[config.mk]
export PLATFORM = sky130hd
export DESIGN_NAME = op_selector
export DESIGN_NICKNAME = d
export VERILOG_FILES = /design/src/rtl/op_selector.sv
export SDC_FILE = /design/constraint.sdc
export NUM_CORES = 1
export LEC_CHECK = 0
export CAP_MARGIN = 20
export CORE_MARGIN = 5
export CORE_UTILIZATION = 57
export CTS_BUF_LIST = sky130_fd_sc_hd__clkbuf_8
export DETAILED_ROUTE_END_ITERATION = 16
export PLACE_DENSITY_LB_ADDON = 0.05
export SKIP_CTS_REPAIR_TIMING = 1
export SLEW_MARGIN = 20
export SYNTH_ARGS = -nofsm -noshare
export SYNTH_HDL_FRONTEND = slang
export SYNTH_SLANG_ARGS = --single-unit
[constraint.sdc]
create_clock -name clk -period 1.7 [get_ports clk]
set_input_delay 0.255 -clock clk [delete_from_list [all_inputs] [get_ports clk]]
set_output_delay 0.255 -clock clk [all_outputs]
set_load 0.005 [all_outputs]
[src/rtl/op_selector.sv]
// Select generator for the 8:1 result mux: debounced next/prev buttons plus an
// optional fixed-rate auto scan, all outputs registered for a glitch-free select.

// Accepts a new level only after it has been stable for DEBOUNCE_CYCLES cycles.
module op_selector_debounce #(
   parameter int unsigned DEBOUNCE_CYCLES = 4
) (
   input  logic clk,
   input  logic rst_n,
   input  logic din,
   output logic level
);
   localparam int unsigned CW = $clog2(DEBOUNCE_CYCLES + 1);

   logic [CW-1:0] cnt;

   always_ff @(posedge clk or negedge rst_n) begin
      if (!rst_n) begin
         cnt   <= '0;
         level <= 1'b0;
      end else if (din == level) begin
         cnt <= '0;
      end else if (cnt == CW'(DEBOUNCE_CYCLES - 1)) begin
         level <= din;
         cnt   <= '0;
      end else begin
         cnt <= cnt + CW'(1);
      end
   end
endmodule

module op_selector #(
   parameter int unsigned DEBOUNCE_CYCLES = 4,
   parameter int unsigned SCAN_CYCLES     = 8
) (
   input  logic       clk,
   input  logic       rst_n,
   input  logic       btn_next,
   input  logic       btn_prev,
   input  logic       auto_en,
   input  logic       hold,
   output logic [2:0] sel,
   output logic       sel_changed,
   output logic       auto_active
);
   localparam int unsigned TW = $clog2(SCAN_CYCLES);

   typedef enum logic {
      MANUAL = 1'b0,
      AUTO   = 1'b1
   } state_t;

   state_t        state, state_d;
   logic [2:0]    meta, sync;
   logic          db_next, db_prev, db_next_q, db_prev_q;
   logic          ev_next, ev_prev;
   logic [TW-1:0] timer, timer_d;
   logic [2:0]    sel_d;

   // Two-flop synchronizers: {auto_en, btn_prev, btn_next}
   always_ff @(posedge clk or negedge rst_n) begin
      if (!rst_n) begin
         meta <= '0;
         sync <= '0;
      end else begin
         meta <= {auto_en, btn_prev, btn_next};
         sync <= meta;
      end
   end

   op_selector_debounce #(.DEBOUNCE_CYCLES(DEBOUNCE_CYCLES)) u_db_next (
      .clk   (clk),
      .rst_n (rst_n),
      .din   (sync[0]),
      .level (db_next)
   );

   op_selector_debounce #(.DEBOUNCE_CYCLES(DEBOUNCE_CYCLES)) u_db_prev (
      .clk   (clk),
      .rst_n (rst_n),
      .din   (sync[1]),
      .level (db_prev)
   );

   assign ev_next = db_next & ~db_next_q;
   assign ev_prev = db_prev & ~db_prev_q;

   // Mode, scan timer and select next-state logic
   always_comb begin
      state_d = state;
      timer_d = '0;
      sel_d   = sel;

      case (state)
         MANUAL:  if (sync[2])  state_d = AUTO;
         AUTO:    if (!sync[2]) state_d = MANUAL;
         default: state_d = MANUAL;
      endcase

      if (ev_next && !ev_prev) begin
         sel_d = sel + 3'd1;
      end else if (ev_prev && !ev_next) begin
         sel_d = sel - 3'd1;
      end else if (!ev_next && !ev_prev && state == AUTO && state_d == AUTO) begin
         // Button events and mode changes leave the timer at its cleared default
         if (hold) begin
            timer_d = timer;
         end else if (timer == TW'(SCAN_CYCLES - 1)) begin
            sel_d = sel + 3'd1;
         end else begin
            timer_d = timer + TW'(1);
         end
      end
   end

   always_ff @(posedge clk or negedge rst_n) begin
      if (!rst_n) begin
         state       <= MANUAL;
         timer       <= '0;
         sel         <= '0;
         sel_changed <= 1'b0;
         auto_active <= 1'b0;
         db_next_q   <= 1'b0;
         db_prev_q   <= 1'b0;
      end else begin
         state       <= state_d;
         timer       <= timer_d;
         sel         <= sel_d;
         sel_changed <= (sel_d != sel);
         auto_active <= (state_d == AUTO);
         db_next_q   <= db_next;
         db_prev_q   <= db_prev;
      end
   end
endmodule

# Word level (Yosys, flattened, before mapping)
# Cells that the tools add are included.
# classes
n_div,0
bitwise_logic,6
n_eq_ne,7
reduce_logical,9
mul,0
n_lt_le_gt_ge,0
shifts,0
n_mux,15
add_sub_neg,5
# op_table
op,count
$mux 3,14
$add 3x1->3 const B,4
$eq 3x2->1 const B,2
$logic_and 1x1->1,5
$ne 4x4->1 const B,1
$not 1->1,4
$reduce_and 2->1,2
$eq 3x3->1 const B,1
$ne 3x3->1,1
$sub 3x1->3 const B,1
$and 1x1->1,2
$eq 1x1->1,2
$logic_not 1->1,2
$mux 1,1
# totals
mem_count,0
input_bits,6
regBits,24
rom_bits,0
wordCells,54
out_inout_bits,5
ram_bits,0
latch_bits,0

# Depth between registers and ports, before layout
# Gate-level depths: netlist (run 1).
# logic_depth
ltp_word,10
ltp_mapped,6
ltp_nobuf,6

# Hierarchy
# A second synthesis (run 1) with hierarchy kept.
# hier_totals
cells_unflattened,74
hier_area_um2,998.5
# modules_own_cells
mod,area_each_um2,seq_area_each_um2,n_inst,cells_per_inst
op_selector,665.6,400.4,1,52
op_selector_debounce,166.4,100.1,2,11

# Worst setup path before layout (run 1)
# OpenSTA, ideal clock, no wires.
# synth_timing
path_kind,register to register
startpoint,register timer[0]
endpoint,register sel[2]
path_slack_ns,0.366
period_less_slack_ns,1.334
required_ns,1.577
n_path_buf,0
setup_ns,0.123
stages_incl_launch_ff,7
arrival_ns,1.212
path_cell_list,dfrtp_1 -> ha_1 -> ha_1 -> nand4b_4 -> a211oi_2 -> a31oi_2 -> xnor2_1
# synth_between
elab_chain_len,6
# synth_lines
item,line_no,rtl
start: declaration,57,"logic [TW-1:0] timer, timer_d;"
start signal: assignment,127,timer <= timer_d;
$eq 3x3->1,108,end else if (timer == TW'(SCAN_CYCLES - 1)) begin
$mux 3,108,
$mux 3,106,if (hold) begin
$mux 3,104,end else if (!ev_next && !ev_prev && state == AUTO && state_d == AUTO) begin
$mux 3,102,end else if (ev_prev && !ev_next) begin
$mux 3,100,if (ev_next && !ev_prev) begin
net sel_d[2],58,logic [2:0] sel_d;
end signal: assignment,128,sel <= sel_d;
end: declaration,42,"output logic [2:0] sel,"
# The timed path passes the listed nets, and every way through them passes these cells.
# A chain may end at the register's enable or synchronous reset.

# Worst setup path after layout (run 1)
# layout_timing
startpoint,register sel[1]
endpoint,register sel_changed
# layout_between
elab_chain_len,7
elab_cells_between_ends,8
classes_between,add/sub: 2; eq/ne: 1; mux: 5
# layout_lines
item,line_no,rtl
$add 3x1->3,"101, 109",
$mux 3,108,
$mux 3,106,
$mux 3,104,
$mux 3,102,
$mux 3,100,
$ne 3x3->1 *,129,sel_changed <= (sel_d != sel);
end signal: assignment,129,
end: declaration,43,"output logic sel_changed,"
# Mark *: on every way between the ends. The rest lies on a longest branch, timed or not.

==> flow_metrics.py, run 1 <==
metrics = {
    "run_status": {
        "status": "completed",
    },
    "routing": {
        "drt_pre_antenna_iters": 4,
        "wl_mm": 1.72,
        "route.detailed.drc": 0,
        "wl_per_cell_um": 14.6,
        "vias": 630,
        "ant_nets": 0,
        "viasPerCell": 5.34,
        "drtIter0Drc": 2,
    },
    "placement": {
        "hpwl_mm": 1.12,
        "dpl_cell_area_um2": 1170,
        "io_buffers": 10,
        "place_ws_ns": 0.257,
        "gp_congestion": 0.810,
    },
    "critical_path": {
        "cp-end-kind": "register",
        "cp_max_fo": 6,
        "crit_type": "reg2reg",
        "ff2ff_path_depth": 6,
        "r2r-end": "sel_changed",
        "worstPathRequired_ns": 1.89,
        "startpoint_type": "register",
        "cp.arrival_ns": 1.80,
        "reg2reg_slack_ns": 0.09,
        "reg2reg_from": "sel[1]",
    },
    "final_layout": {
        "layout_common_cells": "dfrtp_1 (24), clkdlybuf4s50_1 (10), ha_1 (7)",
        "drive_gt1_share_pct": 16.1,
        "regArea_um2": 601,
        "syn2layout_area_growth_pct": 21.3,
        "fillers": 120,
        "antenna_cells": 0,
        "nets": 107,
        "mostFrequentLayoutCell": "dfrtp_1",
        "final_area_um2": 1240,
        "multi_input_area_um2": 409,
    },
    "global_route": {
        "grt_util_all_layers_pct": 15.8,
        "grt_start_max_net_pins": 25,
        "grt_first_pass_wirelength_mm": 3.07,
        "antenna_found_initial": 0,
        "grt_overflow_total": 0,
        "grt_pass1_vias": 682,
    },
    "timing": {
        "whs_ns": 0.344,
        "slew_headroom_pct": 79.8,
        "fin_crit_ns": 1.61,
        "period_share_pct": 94.6,
        "worstMarginPinSlew_ns": 0.303,
        "grt_setup_unrepaired": "no",
        "fin_ws_ns": 0.0914,
        "drv_slew": 0,
        "final-setup-viol-count": 0,
        "setup_tns_ns": 0,
        "skew_ns": 0.00172,
        "finalHoldViolCount": 0,
        "fmax_ghz": 0.622,
    },
    "job": {
        "max-cap-violations": 0,
    },
    "power_and_ir_drop": {
        "power_density_nw_per_um2": 1600,
        "leakagePower_nw": 0.566,
        "peakVddDrop_mv": 0.918,
        "power_w": 0.00198,
    },
    "floorplanning": {
        "start_util_pct": 59.8,
        "die_y_um": 52.3,
        "ios": 11,
        "core_area_um2": 1710,
        "rows": 15,
        "fp.dieW_um": 52.3,
        "die_area_um2": 2740,
    },
    "logic_synthesis": {
        "synth-edff-count": 0,
        "synth_area_leaders": "dfrtp_1 (59%), ha_1 (8.6%), xnor2_1 (4.3%)",
        "synth.distinct_cells": 27,
        "yosysWarnings": 0,
        "synth-async-reset-ratio_pct": 100,
        "yosysTopAreaCell": "dfrtp_1",
        "syn_area_um2": 1020,
        "synth_ff_type": "dfrtp_1",
        "syn_avg_cell_area_um2": 13.3,
        "synth_top_cell_area_share_pct": 58.8,
        "ys_ff_latch": 24,
        "yosysSeqAreaShare_pct": 58.8,
        "syn_inst": 77,
        "synthesis.nets": 90,
    },
    "clocking": {
        "cts_buffer_depth": 2,
        "cts_inserted_buffers": 3,
        "cts_root_buf": "clkbuf_8",
        "htreeDepth": 1,
        "cts_tree": "built",
        "worstSkewPairLatency_ns": 0.26,
        "clock_sinks": 24,
        "path_clk_slew_ns": 0.08,
    },
    "min_path": {
        "min-delay-path-class": "in2async",
    },
}
## state kept, by name, summed over array words and instances, names as in the netlist
signal and cells:
db_next_q 1, db_prev_q 1, timer 3, sel 3
u_db_prev.cnt 3, sync 3, sel_changed 1, state 1
u_db_next.level 1, u_db_next.cnt 3, meta 3, u_db_prev.level 1
## through the flow
| stage | utilization [%] | cells |
|---|---|---|
| 2_1_floorplan | - | 77 |
| 3_3_place_gp | 68.4 | 114 |
| 3_5_place_dp | 68.4 | 114 |
| 4_1_cts | 72.5 | 118 |
| 5_1_grt | 72.5 | 118 |
| 6_report | 72.5 | 118 |
## Yosys cell counts (all sizes together), types with 2 or more instances
master / n
dfrtp: 24
ha: 7
mux2: 2
inv: 3
xnor2: 5
a21oi: 5
nand2b: 2
nor2b: 3
nor3b: 3
nand2: 2
nor3: 3
nor2: 5
## area by class of cell
| type | count | share of cell area [%] |
|---|---|---|
| flip-flops and latches | 24 | 48.5 |
| multi-input cells | 50 | 33.0 |
| repair buffers | 12 | 9.29 |
| clock buffers | 3 | 3.33 |
| well taps | 25 | 2.53 |
| clock inverters | 1 | 2.42 |
| inverters | 3 | 0.909 |
## per-layer routing
layer / global-route usage, % / routed length (um)
met5: 0 / 0
met4: 11.1 / 61
met3: 4.27 / 77
met2: 25.0 / 872
met1: 18.4 / 710
## how the worst max path moves through the flow
stage / startpoint / to / slack, ns / cells after the start
finish: sel[1] / sel_changed / 0.09 / 6
global route: sel[1] / sel_changed / 0.01 / 6
CTS: sel[1] / sel_changed / 0.11 / 6
detailed placement: hold / sel[2] / 0.26 / 5
global placement: hold / sel[2] / 0.27 / 5
floorplan: timer[0] / sel[2] / 0.37 / 6
## cells by family (layout without fill, tap and decap cells)
kind of cell | Yosys count | after routing | share of synthesized area [%]
muxes | 3 | 3 | 3.19
and+or+nand+nor | 23 | 23 | 15.3
AOI/OAI and AO/OA | 12 | 12 | 8.70
adders and majority gates | 7 | 7 | 8.58
DFF | 24 | 24 | 58.8
xor gates and xnor gates | 5 | 5 | 4.29
buffers and inverters | 3 | 19 | 1.10
## power by group
part           total [W]  switching, W  internal [W]
Clock           0.000486      0.000172      0.000314
Combinational   0.000658      0.000304      0.000355
Sequential      0.000835      0.000114      0.000721
Total            0.00198      0.000589       0.00139
## critical path, stage by stage (launching register included)
cell and delay, ns:
dfrtp_1 0.48, inv_1 0.07, ha_1 0.33, xnor2_1 0.14
a21boi_0 0.23, o21ai_0 0.13, a21oi_1 0.16
(Power assumes the default switching activity.)
==> inputs of run 2 (changes only) <==
--- a/config.mk
+++ b/config.mk
@@ -6,7 +6,6 @@
 export NUM_CORES = 1
 export LEC_CHECK = 0
 export CAP_MARGIN = 20
-export CORE_MARGIN = 5
 export CORE_UTILIZATION = 57
 export CTS_BUF_LIST = sky130_fd_sc_hd__clkbuf_8
 export DETAILED_ROUTE_END_ITERATION = 16
==> run 2 against run 1 <==
- critical endpoint is now sel[1]
- worst hold slack worse by 0.0097 ns
- combinational power down 3.2%
- clock-buffer cell count unchanged
- sequential share of layout area about the same
- maximum frequency up 5.2%
- total power down 1.5%
- register-to-register slack better by 0.11 ns
- sequential power about the same
- non-clock buffer count unchanged
- largest power group unchanged
==> flow_metrics.py, run 2 (synthesized netlist as in run 1, its figures left out) <==
metrics = {
    "run_status": {
        "status": "completed",
    },
    "critical_path": {
        "slowest_stage": "clkdlybuf4s50_1",
        "r2r-end": "sel_changed",
        "cp.arrival_ns": 1.27,
        "cp-end-kind": "primary output",
        "path_cells": "clkdlybuf4s50_1",
        "startpoint_type": "register",
        "reg2reg_from": "sel[1]",
        "worst-path-buf-inv": 1,
        "critPathTopFamily": "buffers and inverters",
        "cp_max_fo": 6,
        "ff2ff_path_depth": 6,
        "cp_slowest_stage_delay_ns": 0.54,
        "worstPathRequired_ns": 1.44,
        "reg2reg_slack_ns": 0.20,
        "crit_type": "reg2out",
    },
    "final_layout": {
        "drive_gt1_share_pct": 16.1,
        "mostFrequentLayoutCell": "dfrtp_1",
        "nets": 107,
        "layout_common_cells": "dfrtp_1 (24), clkdlybuf4s50_1 (10), ha_1 (7)",
        "antenna_cells": 0,
        "syn2layout_area_growth_pct": 21.2,
    },
    "routing": {
        "drt_pre_antenna_iters": 6,
        "route.detailed.drc": 0,
        "ant_nets": 0,
        "drtIter0Drc": 5,
        "vias": 605,
        "wl_mm": 1.35,
        "viasPerCell": 5.17,
        "wl_per_cell_um": 11.6,
    },
    "clocking": {
        "cts_inserted_buffers": 3,
        "clock_sinks": 24,
        "cts_tree": "built",
        "worstSkewPairLatency_ns": 0.26,
        "cts_root_buf": "clkbuf_8",
        "cts_buffer_depth": 2,
        "path_clk_slew_ns": 0.08,
        "htreeDepth": 1,
    },
    "floorplanning": {
        "die_y_um": 44.3,
        "die_area_um2": 1960,
        "core_area_um2": 1590,
        "start_util_pct": 64.1,
        "rows": 14,
        "ios": 11,
        "fp.dieW_um": 44.3,
    },
    "placement": {
        "hpwl_mm": 1.03,
        "io_buffers": 10,
        "gp_congestion": 0.720,
        "place_ws_ns": 0.246,
    },
    "timing": {
        "fin_crit_ns": 1.53,
        "final-setup-viol-count": 0,
        "slew_headroom_pct": 81.1,
        "period_share_pct": 89.9,
        "skew_ns": 0.00418,
        "finalHoldViolCount": 0,
        "fin_ws_ns": 0.171,
        "fmax_ghz": 0.654,
        "setup_tns_ns": 0,
        "grt_setup_unrepaired": "no",
        "worstMarginPinSlew_ns": 0.283,
        "drv_slew": 0,
    },
    "power_and_ir_drop": {
        "leakagePower_nw": 0.566,
        "p_switching_w": 0.000559,
        "peakVddDrop_mv": 1.08,
        "power_density_nw_per_um2": 1580,
        "pwr-share-clk_pct": 24.7,
        "seqPwrFrac_pct": 42.7,
        "combPwrFrac_pct": 32.7,
        "switching_share_pct": 28.7,
        "internal_power_w": 0.00139,
    },
    "global_route": {
        "grt_util_all_layers_pct": 18.8,
        "antenna_found_initial": 0,
        "grt_overflow_total": 0,
        "grt_first_pass_wirelength_mm": 2.59,
        "grt_pass1_vias": 626,
        "grt_start_max_net_pins": 25,
    },
    "min_path": {
        "min-delay-path-class": "in2async",
    },
    "job": {
        "max-cap-violations": 0,
    },
}
run 2: cell counts in the layout (fill, tap and decap cells not counted):
No cell type changed its count.
run 2: how the worst max path moves through the flow:
stage / start / end / slack [ns] / depth (start not counted)
6_report: sel[1] / sel[1] / 0.17 / 1
5_1_grt: sel[1] / sel_changed / 0.1 / 6
4_1_cts: sel[1] / sel[1] / 0.17 / 1
3_5_place_dp: sel[1] / sel_changed / 0.25 / 6
3_3_place_gp: sel[1] / sel_changed / 0.27 / 6
2_1_floorplan: timer[0] / sel[2] / 0.37 / 6
run 2: layout make-up:
class                           count  area (um^2)
Timing Repair Buffer               12          115
Sequential cell                    24          601
Tap cell                           24         30.0
Inverter                            3         11.3
Fill cell                          96          357
Clock buffer                        3         41.3
Multi-Input combinational cell     50          409
Clock inverter                      1         30.0
run 2: layer usage:
layer	wire length, um	GRT usage [%]	up-vias
li1	-	-	298
met1	623	23.6	289
met2	660	31.2	14
met3	37	2.45	4
met4	31	10.9	0
met5	0	0	-
run 2: metrics by stage:
| step | instances | utilization, % | power [W] | hold WS (ns) | instance area, um^2 |
|---|---|---|---|---|---|
| after floorplan | 77 | - | 0.00127 | -0.0406 | 1020 |
| after global placement | 113 | 73.2 | 0.00146 | 0.333 | 1170 |
| after CTS | 117 | 77.6 | 0.00197 | 0.341 | 1240 |
| final | 117 | 77.6 | 0.00195 | 0.335 | 1240 |
| after detailed placement | 113 | 73.2 | 0.00148 | 0.338 | 1170 |
| after global routing | 117 | 77.6 | 0.00210 | 0.359 | 1240 |
run 2: power by group through the flow:
stage / registers (W) / logic [W] / clock network, W
2_1_floorplan: 0.000827 / 0.000442 / 0
3_3_place_gp: 0.000838 / 0.000622 / 0
3_5_place_dp: 0.000845 / 0.000640 / 0
4_1_cts: 0.000836 / 0.000645 / 0.000494
5_1_grt: 0.000850 / 0.000740 / 0.000511
6_report: 0.000832 / 0.000637 / 0.000481
==> inputs of run 3 (changes only) <==
--- a/config.mk
+++ b/config.mk
@@ -9,6 +9,7 @@
 export CORE_UTILIZATION = 57
 export CTS_BUF_LIST = sky130_fd_sc_hd__clkbuf_8
 export DETAILED_ROUTE_END_ITERATION = 16
+export GPL_TIMING_DRIVEN = 0
 export PLACE_DENSITY_LB_ADDON = 0.05
 export SKIP_CTS_REPAIR_TIMING = 1
 export SLEW_MARGIN = 20
==> run 3 against run 2 <==
- maximum frequency is 2.0% higher
- cell count is 2.6% lower
- worst setup slack better by 0.029 ns
- first-iteration DRC count is 40% higher
- clock skew is 0.00078 ns lower
- largest power group unchanged
- the run now ends with hold timing left
- wire length is 7.3% higher
==> flow_metrics.py, run 3 (synthesized netlist as in run 1, its figures left out) <==
metrics = {
    "timing": {
        "drv_slew": 0,
        "grt_setup_unrepaired": "no",
        "finalHoldViolCount": 24,
        "slew_headroom_pct": 66.5,
        "period_share_pct": 88.2,
        "final-setup-viol-count": 0,
        "setup_tns_ns": 0,
        "whs_ns": -0.0458,
        "skew_ns": 0.00339,
        "worstMarginPinSlew_ns": 0.502,
        "fmax_ghz": 0.667,
        "fin_crit_ns": 1.50,
    },
    "critical_path": {
        "cp_common_cell": "ha_1",
        "startpoint_type": "register",
        "cp_max_fo": 3,
        "cp_slowest_stage_delay_ns": 0.39,
        "cp-end-kind": "register",
        "ff2ff_path_depth": 6,
        "worst-path-buf-inv": 0,
        "path_cells": "ha_1 -> ha_1 -> nand4b_4 -> a211oi_2 -> a31oi_2 -> xnor2_1",
        "crit_type": "reg2reg",
        "critPathTopFamily": "adder cells",
        "worstPathRequired_ns": 1.85,
        "cp.depth": 6,
        "cp.arrival_ns": 1.65,
        "slowest_stage": "dfrtp_1",
    },
    "routing": {
        "drtIter0Drc": 7,
        "vias": 594,
        "route.detailed.drc": 0,
        "viasPerCell": 5.21,
        "ant_nets": 0,
        "drt_pre_antenna_iters": 4,
        "wl_mm": 1.45,
        "wl_per_cell_um": 12.7,
    },
    "floorplanning": {
        "die_area_um2": 1960,
        "core_area_um2": 1590,
        "fp.dieW_um": 44.3,
        "rows": 14,
        "start_util_pct": 64.1,
        "die_y_um": 44.3,
        "ios": 11,
    },
    "placement": {
        "gp_congestion": 0.746,
        "io_buffers": 10,
        "hpwl_mm": 1.13,
    },
    "power_and_ir_drop": {
        "leakagePower_nw": 0.542,
        "power_density_nw_per_um2": 1490,
        "peakVddDrop_mv": 0.998,
    },
    "global_route": {
        "grt_pass1_vias": 635,
        "grt_first_pass_wirelength_mm": 2.65,
        "grt_overflow_total": 0,
        "antenna_found_initial": 0,
        "grt_start_max_net_pins": 25,
        "grt_util_all_layers_pct": 19.6,
    },
    "min_path": {
        "min-delay-path-class": "in2async",
    },
    "clocking": {
        "cts_inserted_buffers": 3,
        "htreeDepth": 1,
        "cts_buffer_depth": 2,
        "clock_sinks": 24,
        "cts_tree": "built",
        "path_clk_slew_ns": 0.08,
        "worstSkewPairLatency_ns": 0.26,
        "cts_root_buf": "clkbuf_8",
    },
    "final_layout": {
        "drive_gt1_share_pct": 14.4,
        "syn2layout_area_growth_pct": 16.3,
        "regArea_um2": 601,
        "antenna_cells": 0,
        "mostFrequentLayoutCell": "dfrtp_1",
        "fillers": 109,
        "multi_input_area_um2": 409,
        "layout_common_cells": "dfrtp_1 (24), clkdlybuf4s50_1 (9), ha_1 (7)",
        "nets": 105,
    },
    "run_status": {
        "violations": "hold timing",
        "status": "finished with violations",
    },
    "job": {
        "max-cap-violations": 0,
    },
}
[run 3: per-stage QoR]
stage               setup WS [ns]  util (%)  instance area [um^2]  total power, W  cells
floorplan                   0.366         -                  1020         0.00127     77
global placement            0.126      72.2                  1150         0.00145    111
detailed placement         0.0812      72.2                  1150         0.00147    111
CTS                         0.184      74.8                  1190         0.00179    114
global route                0.117      74.5                  1190         0.00190    114
finish                      0.200      74.5                  1190         0.00177    114
[run 3: final cells by class]
type	count	share of cell area [%]
sequential	24	50.6
multi-input combinational	50	34.5
timing repair buffer	10	8.01
clock buffer	3	3.48
tap	24	2.53
inverter	3	0.948
[run 3: worst paths after layout]
| path | startpoint | to | slack [ns] |
|---|---|---|---|
| worst max-delay path | timer[0] | sel[2] | 0.20 |
| worst min-delay path | rst_n | sel[1] | -0.05 |
| worst max register to register | timer[0] | sel[2] | 0.20 |
| worst min register to register | meta[0] | sync[0] | 0.36 |
| max in group asynchronous | rst_n | u_db_prev.cnt[0] | 1.41 |
| min in group clk | meta[0] | sync[0] | 0.36 |
[run 3: where the power goes]
group          internal, W  switching, W  total [W]
Clock             0.000158      0.000164   0.000322
Sequential        0.000721      0.000107   0.000828
Combinational     0.000349      0.000276   0.000625
Total              0.00123      0.000547    0.00177
[run 3: routing by layer]
metal	track usage [%]	wire, um
met1	22.7	640
met2	35.0	749
met3	3.67	36
met4	9.09	25
met5	0	0
